[src/rtl/instruction_decode.sv]
// MIPS ID stage: GPR file with write-through bypass, instruction decode to ALU op/operands,
// and the ID/EX pipeline register with stall and flush.
module instruction_decode #(
  parameter int NB_DATA  = 32,
  parameter int NB_OP    = 6,
  parameter int NB_ADDR  = 5,
  parameter int NB_INSTR = 32
) (
  input  logic                i_clk,
  input  logic                i_reset,
  input  logic                i_valid,
  input  logic [NB_INSTR-1:0] i_instr,
  input  logic [NB_DATA-1:0]  i_pc4,
  input  logic                i_stall,
  input  logic                i_flush,
  input  logic                i_wb_write,
  input  logic [NB_ADDR-1:0]  i_wb_addr,
  input  logic [NB_DATA-1:0]  i_wb_data,
  output logic                o_valid,
  output logic [NB_OP-1:0]    o_alu_op,
  output logic [NB_DATA-1:0]  o_data_A,
  output logic [NB_DATA-1:0]  o_data_B,
  output logic [4:0]          o_shamt,
  output logic [NB_ADDR-1:0]  o_rd_addr,
  output logic                o_reg_write
);

  localparam int NREG = 2 ** NB_ADDR;
  localparam logic [NB_OP-1:0] OP_IDLE = {NB_OP{1'b1}};

  localparam logic [5:0] OPC_RTYPE = 6'b000000;
  localparam logic [5:0] OPC_ADDI  = 6'b001000;
  localparam logic [5:0] OPC_ADDIU = 6'b001001;
  localparam logic [5:0] OPC_SLTI  = 6'b001010;
  localparam logic [5:0] OPC_ANDI  = 6'b001100;
  localparam logic [5:0] OPC_ORI   = 6'b001101;
  localparam logic [5:0] OPC_XORI  = 6'b001110;
  localparam logic [5:0] OPC_LUI   = 6'b001111;
  localparam logic [5:0] OPC_LW    = 6'b100011;
  localparam logic [5:0] OPC_SW    = 6'b101011;
  localparam logic [5:0] FN_JALR   = 6'b001001;
  localparam logic [5:0] FN_ADD    = 6'b100000;
  localparam logic [5:0] FN_ADDU   = 6'b100001;

  // Instruction fields
  logic [5:0]         opcode;
  logic [5:0]         funct;
  logic [NB_ADDR-1:0] rs_addr;
  logic [NB_ADDR-1:0] rt_addr;
  logic [NB_ADDR-1:0] rd_field;
  logic [15:0]        imm;
  logic [NB_DATA-1:0] imm_se;
  logic [NB_DATA-1:0] imm_ze;

  assign opcode   = i_instr[31:26];
  assign funct    = i_instr[5:0];
  assign rs_addr  = i_instr[21 +: NB_ADDR];
  assign rt_addr  = i_instr[16 +: NB_ADDR];
  assign rd_field = i_instr[11 +: NB_ADDR];
  assign imm      = i_instr[15:0];
  assign imm_se   = {{(NB_DATA-16){imm[15]}}, imm};
  assign imm_ze   = {{(NB_DATA-16){1'b0}}, imm};

  // GPR file; entry 0 is never written so it stays zero after reset
  logic [NB_DATA-1:0] gpr_q [NREG];
  logic               wb_en;

  assign wb_en = i_wb_write && (i_wb_addr != '0);

  always_ff @(posedge i_clk) begin
    if (i_reset) begin
      for (int i = 0; i < NREG; i++) begin
        gpr_q[i] <= '0;
      end
    end else if (wb_en) begin
      gpr_q[i_wb_addr] <= i_wb_data;
    end
  end

  // Read ports see a same-cycle WB write so no extra forwarding is needed
  logic [NB_DATA-1:0] rs_val;
  logic [NB_DATA-1:0] rt_val;

  assign rs_val = (rs_addr == '0) ? '0 :
                  (wb_en && rs_addr == i_wb_addr) ? i_wb_data : gpr_q[rs_addr];
  assign rt_val = (rt_addr == '0) ? '0 :
                  (wb_en && rt_addr == i_wb_addr) ? i_wb_data : gpr_q[rt_addr];

  logic alu_funct;
  assign alu_funct = funct inside {6'b100000, 6'b100001, 6'b100010, 6'b100011, 6'b1001??,
                                   6'b101010, 6'b000000, 6'b000010, 6'b000011, 6'b0001??};

  // Decoded next-state for the ID/EX register
  logic [NB_OP-1:0]   op_d;
  logic [NB_DATA-1:0] a_d;
  logic [NB_DATA-1:0] b_d;
  logic [4:0]         shamt_d;
  logic [NB_ADDR-1:0] rd_d;
  logic               rw_d;
  logic               known;

  always_comb begin
    op_d    = OP_IDLE;
    a_d     = '0;
    b_d     = '0;
    shamt_d = '0;
    rd_d    = '0;
    rw_d    = 1'b0;
    known   = 1'b0;
    if (i_valid) begin
      case (opcode)
        OPC_RTYPE: begin
          if (alu_funct) begin
            known = 1'b1;
            op_d  = NB_OP'(funct);
            a_d   = rs_val;
            b_d   = rt_val;
            rd_d  = rd_field;
            rw_d  = 1'b1;
          end else if (funct == FN_JALR) begin
            known = 1'b1;
            op_d  = NB_OP'(FN_JALR);
            a_d   = i_pc4;
            rd_d  = rd_field;
            rw_d  = 1'b1;
          end
        end
        OPC_ADDI, OPC_SLTI: begin
          known = 1'b1;
          op_d  = NB_OP'(opcode);
          a_d   = rs_val;
          b_d   = imm_se;
          rd_d  = rt_addr;
          rw_d  = 1'b1;
        end
        OPC_ANDI, OPC_ORI, OPC_XORI, OPC_LUI: begin
          known = 1'b1;
          op_d  = NB_OP'(opcode);
          a_d   = rs_val;
          b_d   = imm_ze;
          rd_d  = rt_addr;
          rw_d  = 1'b1;
        end
        OPC_ADDIU: begin
          known = 1'b1;
          op_d  = NB_OP'(FN_ADDU);
          a_d   = rs_val;
          b_d   = imm_se;
          rd_d  = rt_addr;
          rw_d  = 1'b1;
        end
        OPC_LW: begin
          known = 1'b1;
          op_d  = NB_OP'(FN_ADD);
          a_d   = rs_val;
          b_d   = imm_se;
          rd_d  = rt_addr;
          rw_d  = 1'b1;
        end
        OPC_SW: begin
          // Store computes its address but writes no register
          known = 1'b1;
          op_d  = NB_OP'(FN_ADD);
          a_d   = rs_val;
          b_d   = imm_se;
        end
        default: ;
      endcase
      if (known) begin
        shamt_d = i_instr[10:6];
      end
    end
  end

  // ID/EX register: reset > flush > stall > load
  logic               valid_q;
  logic [NB_OP-1:0]   op_q;
  logic [NB_DATA-1:0] a_q;
  logic [NB_DATA-1:0] b_q;
  logic [4:0]         shamt_q;
  logic [NB_ADDR-1:0] rd_q;
  logic               rw_q;

  always_ff @(posedge i_clk) begin
    if (i_reset || i_flush) begin
      valid_q <= 1'b0;
      op_q    <= OP_IDLE;
      a_q     <= '0;
      b_q     <= '0;
      shamt_q <= '0;
      rd_q    <= '0;
      rw_q    <= 1'b0;
    end else if (!i_stall) begin
      valid_q <= i_valid;
      op_q    <= op_d;
      a_q     <= a_d;
      b_q     <= b_d;
      shamt_q <= shamt_d;
      rd_q    <= rd_d;
      rw_q    <= rw_d;
    end
  end

  assign o_valid     = valid_q;
  assign o_alu_op    = op_q;
  assign o_data_A    = a_q;
  assign o_data_B    = b_q;
  assign o_shamt     = shamt_q;
  assign o_rd_addr   = rd_q;
  assign o_reg_write = rw_q;

endmodule

[config.mk]
export PLATFORM = sky130hd
export DESIGN_NAME = instruction_decode
export DESIGN_NICKNAME = d
export VERILOG_FILES = /design/src/rtl/instruction_decode.sv
export SDC_FILE = /design/constraint.sdc
export NUM_CORES = 2
export LEC_CHECK = 0
export ABC_AREA = 0
export CAP_MARGIN = 40
export CORE_MARGIN = 4
export CORE_UTILIZATION = 62
export DETAILED_ROUTE_END_ITERATION = 8
export PLACE_DENSITY = 0.8
export SYNTH_ARGS = -nofsm -noshare
export SYNTH_HDL_FRONTEND = slang
export SYNTH_SLANG_ARGS = --single-unit
[constraint.sdc]
create_clock -name i_clk -period 3.3 [get_ports i_clk]
set_clock_uncertainty 0.05 [all_clocks]
set_input_delay 0.66 -clock i_clk [delete_from_list [all_inputs] [get_ports i_clk]]
set_output_delay 0.66 -clock i_clk [all_outputs]
set_load 0.1 [all_outputs]
# Word level (Yosys, flattened, before mapping)
# Memory sizes are Yosys's and may differ from the RTL's.
# Index checks and enable logic that the tools add are counted.
[op_classes] n_eq_ne=21 mux=35 reduce_logical=17
[ops] cell="2-to-1 mux 32 bit" n=10
[ops] cell="one-hot mux 32 bit (3 select lines)" n=1
[ops] cell="one-hot mux 32 bit (2 select lines)" n=1
[ops] cell="== test 6 x 4 -> 1 bit, second input constant" n=8
[ops] cell="== test 6 bit, second input constant" n=7
[ops] cell="OR reduction 32 bit" n=1
[ops] cell="2-to-1 mux 5 bit" n=6
[ops] cell="one-hot mux 6 bit (4 select lines)" n=1
[ops] cell="2-to-1 mux 6 bit" n=3
[ops] cell="== test 6 x 2 -> 1 bit, second input constant" n=2
[ops] cell="logical NOT 6 bit" n=2
[ops] cell="== test 5 bit" n=2
[ops] cell="logical NOT 5 bit" n=2
[ops] cell="2-to-1 mux 1 bit" n=10
[ops] cell="one-hot mux 5 bit (2 select lines)" n=1
[ops] cell="nonzero test 10 bit" n=1
[ops] cell="OR reduction 9 bit" n=1
[ops] cell="OR reduction 8 bit" n=1
[ops] cell="OR reduction 6 bit" n=1
[ops] cell="nonzero test 5 bit" n=1
[ops] cell="OR reduction 5 bit" n=1
[ops] cell="== test 4 x 1 -> 1 bit, second input constant" n=1
[ops] cell="== test 4 bit, second input constant" n=1
[ops] cell="one-hot mux 1 bit (2 select lines)" n=2
[ops] cell="other kinds (4)" n=6
[totals] register_bits=82 ram_bits=1024 in_bits=107 output_inout_bits=82 word_cells=81 n_memories=1
[memory_table] memory="gpr_q" words=32 word_bits=32 read_ports=2 rd_clocked_by_memory_dff=0 wr=32 line="65" text="logic [NB_DATA-1:0] gpr_q [NREG];"

# Logic depth before layout (Yosys ltp)
[logic_depth] ltp_word=8 mapped_depth=11 ltp_nobuf=6

# Worst setup path before layout
# No wires, ideal clock.
[synth_timing] kind="input to register" startpoint="in i_instr[0]" endpoint="reg b_q[10], in the netlist o_data_B[10]" setup_time_ps=69 arrival_time_ps=2643 required_time_ps=3181 slack_ps=537 cell_stages=8 path_buffers=2 path_cell_list="or3b_1 a2111o_1 or3_4 nor3_4 buf_6 buf_12 a21oi_2 o21ai_1"
[synth_via] elab_chain_cells=5 word_cells_on_any_way=12 cone_classes="7 x eq/ne; 3 x mux; 2 x reduce/logical"
[synth_lines] item="from (decl)" line="12" text="input logic [NB_INSTR-1:0] i_instr,"
[synth_lines] item="== test 6 bit (tied with other cells)" line="90" text="assign alu_funct = funct inside {6'b100000, 6'b100001, 6'b100010, 6'b100011, 6'b1001??,"
[synth_lines] item="nonzero test 10 bit (*)" line="90"
[synth_lines] item="2-to-1 mux 32 bit (*)" line="113" text="if (alu_funct) begin"
[synth_lines] item="one-hot mux 32 bit (3 select lines) (*)" line="111" text="case (opcode)"
[synth_lines] item="2-to-1 mux 32 bit (*)" line="110" text="if (i_valid) begin"
[synth_lines] item="to (signal assigned)" line="189" text="b_q <= '0;"
[synth_lines] item="to (signal assigned)" line="197" text="b_q <= b_d;"
[synth_lines] item="to (decl)" line="179" text="logic [NB_DATA-1:0] b_q;"
# Mark *: on every way between the ends. The rest lies on a longest branch, timed or not.
# A chain may end at the register's enable or synchronous reset.

# Final worst setup path
[layout_timing] startpoint="in i_instr[20]" endpoint="reg b_q[29], in the netlist o_data_B[29]"
[layout_via] elab_chain_cells=7 word_cells_on_any_way=9 cone_classes="1 x eq/ne; 5 x mux; 2 x reduce/logical; 1 x memory"
[layout_lines] item="parallel branches: the longest is 3 deep, another holds memory read (32 x 32 bit)"
[layout_lines] item="2-to-1 mux 32 bit (*)" line="86" text="assign rt_val = (rt_addr == '0) ? '0 :"
[layout_lines] item="2-to-1 mux 32 bit (*)" line="113"
[layout_lines] item="one-hot mux 32 bit (3 select lines) (*)" line="111"
[layout_lines] item="2-to-1 mux 32 bit (*)" line="110"
# Every way passes the cells marked *.

==> impl_metrics.env <==
export IMPL_peakVddDrop_v=0.000430
export IMPL_yosysWarnings=0
export IMPL_routed_wl_um=218000
export IMPL_clk_latency_ps=710
export IMPL_dp_cells=5763
export IMPL_synth_area_um2=58400
export IMPL_crit_path_end_kind="register"
export IMPL_ys_seq_area_frac=0.555
export IMPL_drt_first_pass_iters=9
export IMPL_htreeDepth=3
export IMPL_pwr_share_seq=0.491
export IMPL_drc_errors=5
export IMPL_comb_power_share=0.126
export IMPL_critPathKind="input pin to register"
export IMPL_overflow=0
export IMPL_hold_viol=0
export IMPL_vias_per_cell=7.34
export IMPL_tightest_slew_ps=953
export IMPL_via_count=43987
export IMPL_synth_cell_types=72
export IMPL_gr_usage_met1=0.537
export IMPL_initial_core_util=0.626
export IMPL_slew_viol_final=0
export IMPL_cts_root_buf="clkbuf_16"
export IMPL_dr_first_iter_drc_count=7791
export IMPL_async_flop_share=0
export IMPL_gp_congestion=1.05
export IMPL_worstPathRequired_ps=3850
export IMPL_place_hpwl_um=143000
export IMPL_antenna_found_initial=11
export IMPL_arrival_ps=3510
export IMPL_p_clk_frac=0.383
export IMPL_violations="design-rule violations"
export IMPL_min_period_over_period=0.897
export IMPL_relSlewSlack=0.362
export IMPL_die_y_um=315
export IMPL_grt_max_degree=50
export IMPL_rsz0062_at_grt="no"
export IMPL_grt_pass1_vias=43386
export IMPL_final_layout_size_suffix_gt1_frac=0.226
export IMPL_cts_setup_buffers=0
export IMPL_cp_max_fo=11
export IMPL_p_switching_mw=8.41
export IMPL_synth_edf_count=1024
export IMPL_layout_setup_ws_ps=341
export IMPL_instances_no_fill=5989
export IMPL_sw_frac_of_total=0.252
export IMPL_io_pins=189
export IMPL_synthCells=4373
export IMPL_pre_cts_ws_ps=-122
export IMPL_ctsResizeCount=0
export IMPL_cts_hold_buf=0
export IMPL_cp_start_kind="input pin"
export IMPL_p_per_area_nw_per_um2=493
export IMPL_min_period_ps=2960
export IMPL_placed_area_um2=64100
export IMPL_fmax_mhz=338
export IMPL_setup_viol=0
export IMPL_final_nets=4733
export IMPL_rrSetupSlack_ps=950
export IMPL_ys_flop_type="edfxtp_1"
export IMPL_cts_tree="done"
export IMPL_clkTransAtPathRegs_ps=60
export IMPL_core_area_um2=93300
export IMPL_met2_usage=0.642
export IMPL_synth_area_leader_cell="edfxtp_1"
export IMPL_cap_violations=0
export IMPL_cts_max_path_buffers=3
export IMPL_grt_pass1_wl_um=307000
export IMPL_synth_seq_cells=1106
export IMPL_busiest_layer="met2"
export IMPL_synth_avg_cell_area_um2=13.4
export IMPL_synth_top_area_share=0.527
export IMPL_synthTopCellsByArea="edfxtp_1 (53%), and2_1 (11%), mux4_2 (10%), mux2i_1 (7.9%), dfxtp_1 (2.8%)"
export IMPL_gr_usage_met3=0.165
export IMPL_p_int_mw=25.0
export IMPL_rows=112
export IMPL_die_x_um=315
export IMPL_status="finished, violations left"
export IMPL_areaGrowthSynthToFinish_pct=16.0
export IMPL_clock_sinks=1106
export IMPL_p_leak_nw=24.9
export IMPL_fin_area_um2=67700
export IMPL_ant_nets=0
export IMPL_grt_total_usage=0.437
export IMPL_cts_buffers_inserted=114
export IMPL_hold_path_class="input pin to register"
export IMPL_io_buffers=188
export IMPL_routedWlPerCell_um=36.4
export IMPL_die_area_um2=99200
export IMPL_setup_tns_final_ps=0
[worst max-delay path: stages]
cell	delay, ps
clkdlybuf4s50_1	470
buf_4	150
buf_4	180
nand4_1	130
buf_4	180
buf_4	200
a211oi_1	780
a21oi_1	300
nand4_1	200
a211oi_1	70
a21o_1	160
[cell families after synthesis]
kind of cell    share of synthesized area
xor+xnor                          0.00150
mux                                 0.194
other cells                     0.0000642
flops                               0.555
compound gates                     0.0761
simple gates                        0.142
buf+inv                            0.0312
[power by group through the flow]
stage / combinational [mW] / clock, mW / sequential, mW
final: 4.19 / 12.8 / 16.4
after global routing: 4.26 / 13.3 / 16.5
after CTS: 4.03 / 12.8 / 16.4
after detailed placement: 4.00 / 0 / 16.7
after global placement: 3.95 / 0 / 16.6
after floorplan: 2.21 / 0 / 16.6
[area by class of cell]
type	instances	area (µm²)
antenna	14	35.0
timing repair buffer	550	5520
tap	1254	1570
fill	6086	25600
multi-input combinational	2850	24600
inverter	4	15.0
sequential	1106	32400
clock inverter	47	452
clock buffer	164	3190
[stage by stage]
stage,hold WS [ps],power (mW),util
floorplan,711,18.8,-
global placement,394,20.6,0.686
detailed placement,401,20.7,0.686
CTS,189,33.2,0.725
global route,239,34.1,0.726
finish,212,33.4,0.726
[state kept, by name, indices dropped and copies added, names as in the netlist]
register,cells
gpr_q,1024
o_alu_op,6
o_data_A,32
o_data_B,32
o_rd_addr,5
o_reg_write,1
o_shamt,5
o_valid,1
[cell usage in the layout, fill, tap and decap left out, types with 81 or more instances in the layout]
cell and count:
mux4_2 259, clkdlybuf4s50_1 98, dfxtp_1 82, buf_4 357, mux2i_1 463, a21oi_1 81
edfxtp_1 1024, a22oi_1 204, nand2_1 102, clkbuf_16 115, nand3_1 97, and2_1 995
buf_12 89
[layer usage]
metal / up-vias / wire, µm
met4: 12 / 19600
met5: - / 137
met1: 21231 / 68900
met3: 1232 / 35900
li1: 17178 / -
met2: 4334 / 93300
[synth_stat cells (all sizes together), types with 3 or more instances]
cell and count:
nand2b 8, a221o 19, nand3 97, xor2 4
or3 3, or3b 4, o2111ai 22, dlygate4sd1 3
and2 998, and3 3, a22o 18, nand3b 11
a211o 6, clkbuf 319, mux4 259, a21o 15
inv 4, o221ai 8, o21ai 34, nand2 102
nor4 8, buf 122, dfxtp 82, mux2 79
o22ai 50, nor3 10, a22oi 204, nor2 67
xnor2 6, nand4 36, a21oi 91, or2 32
mux2i 463, a21boi 3, a211oi 52, nor2b 20
a221oi 27, a2111oi 5, a31oi 3, a222oi 31
edfxtp 1024
[worst paths after layout]
kind | from | to | cells after the start
setup / recovery | i_instr[20] | o_data_B[29] | 11
hold / removal | i_stall | o_valid | 3
setup reg to reg | gpr_q[16][6] | o_data_B[6] | 5
hold reg to reg | o_valid | o_valid | 2
Power figures use the tool's default switching activity.
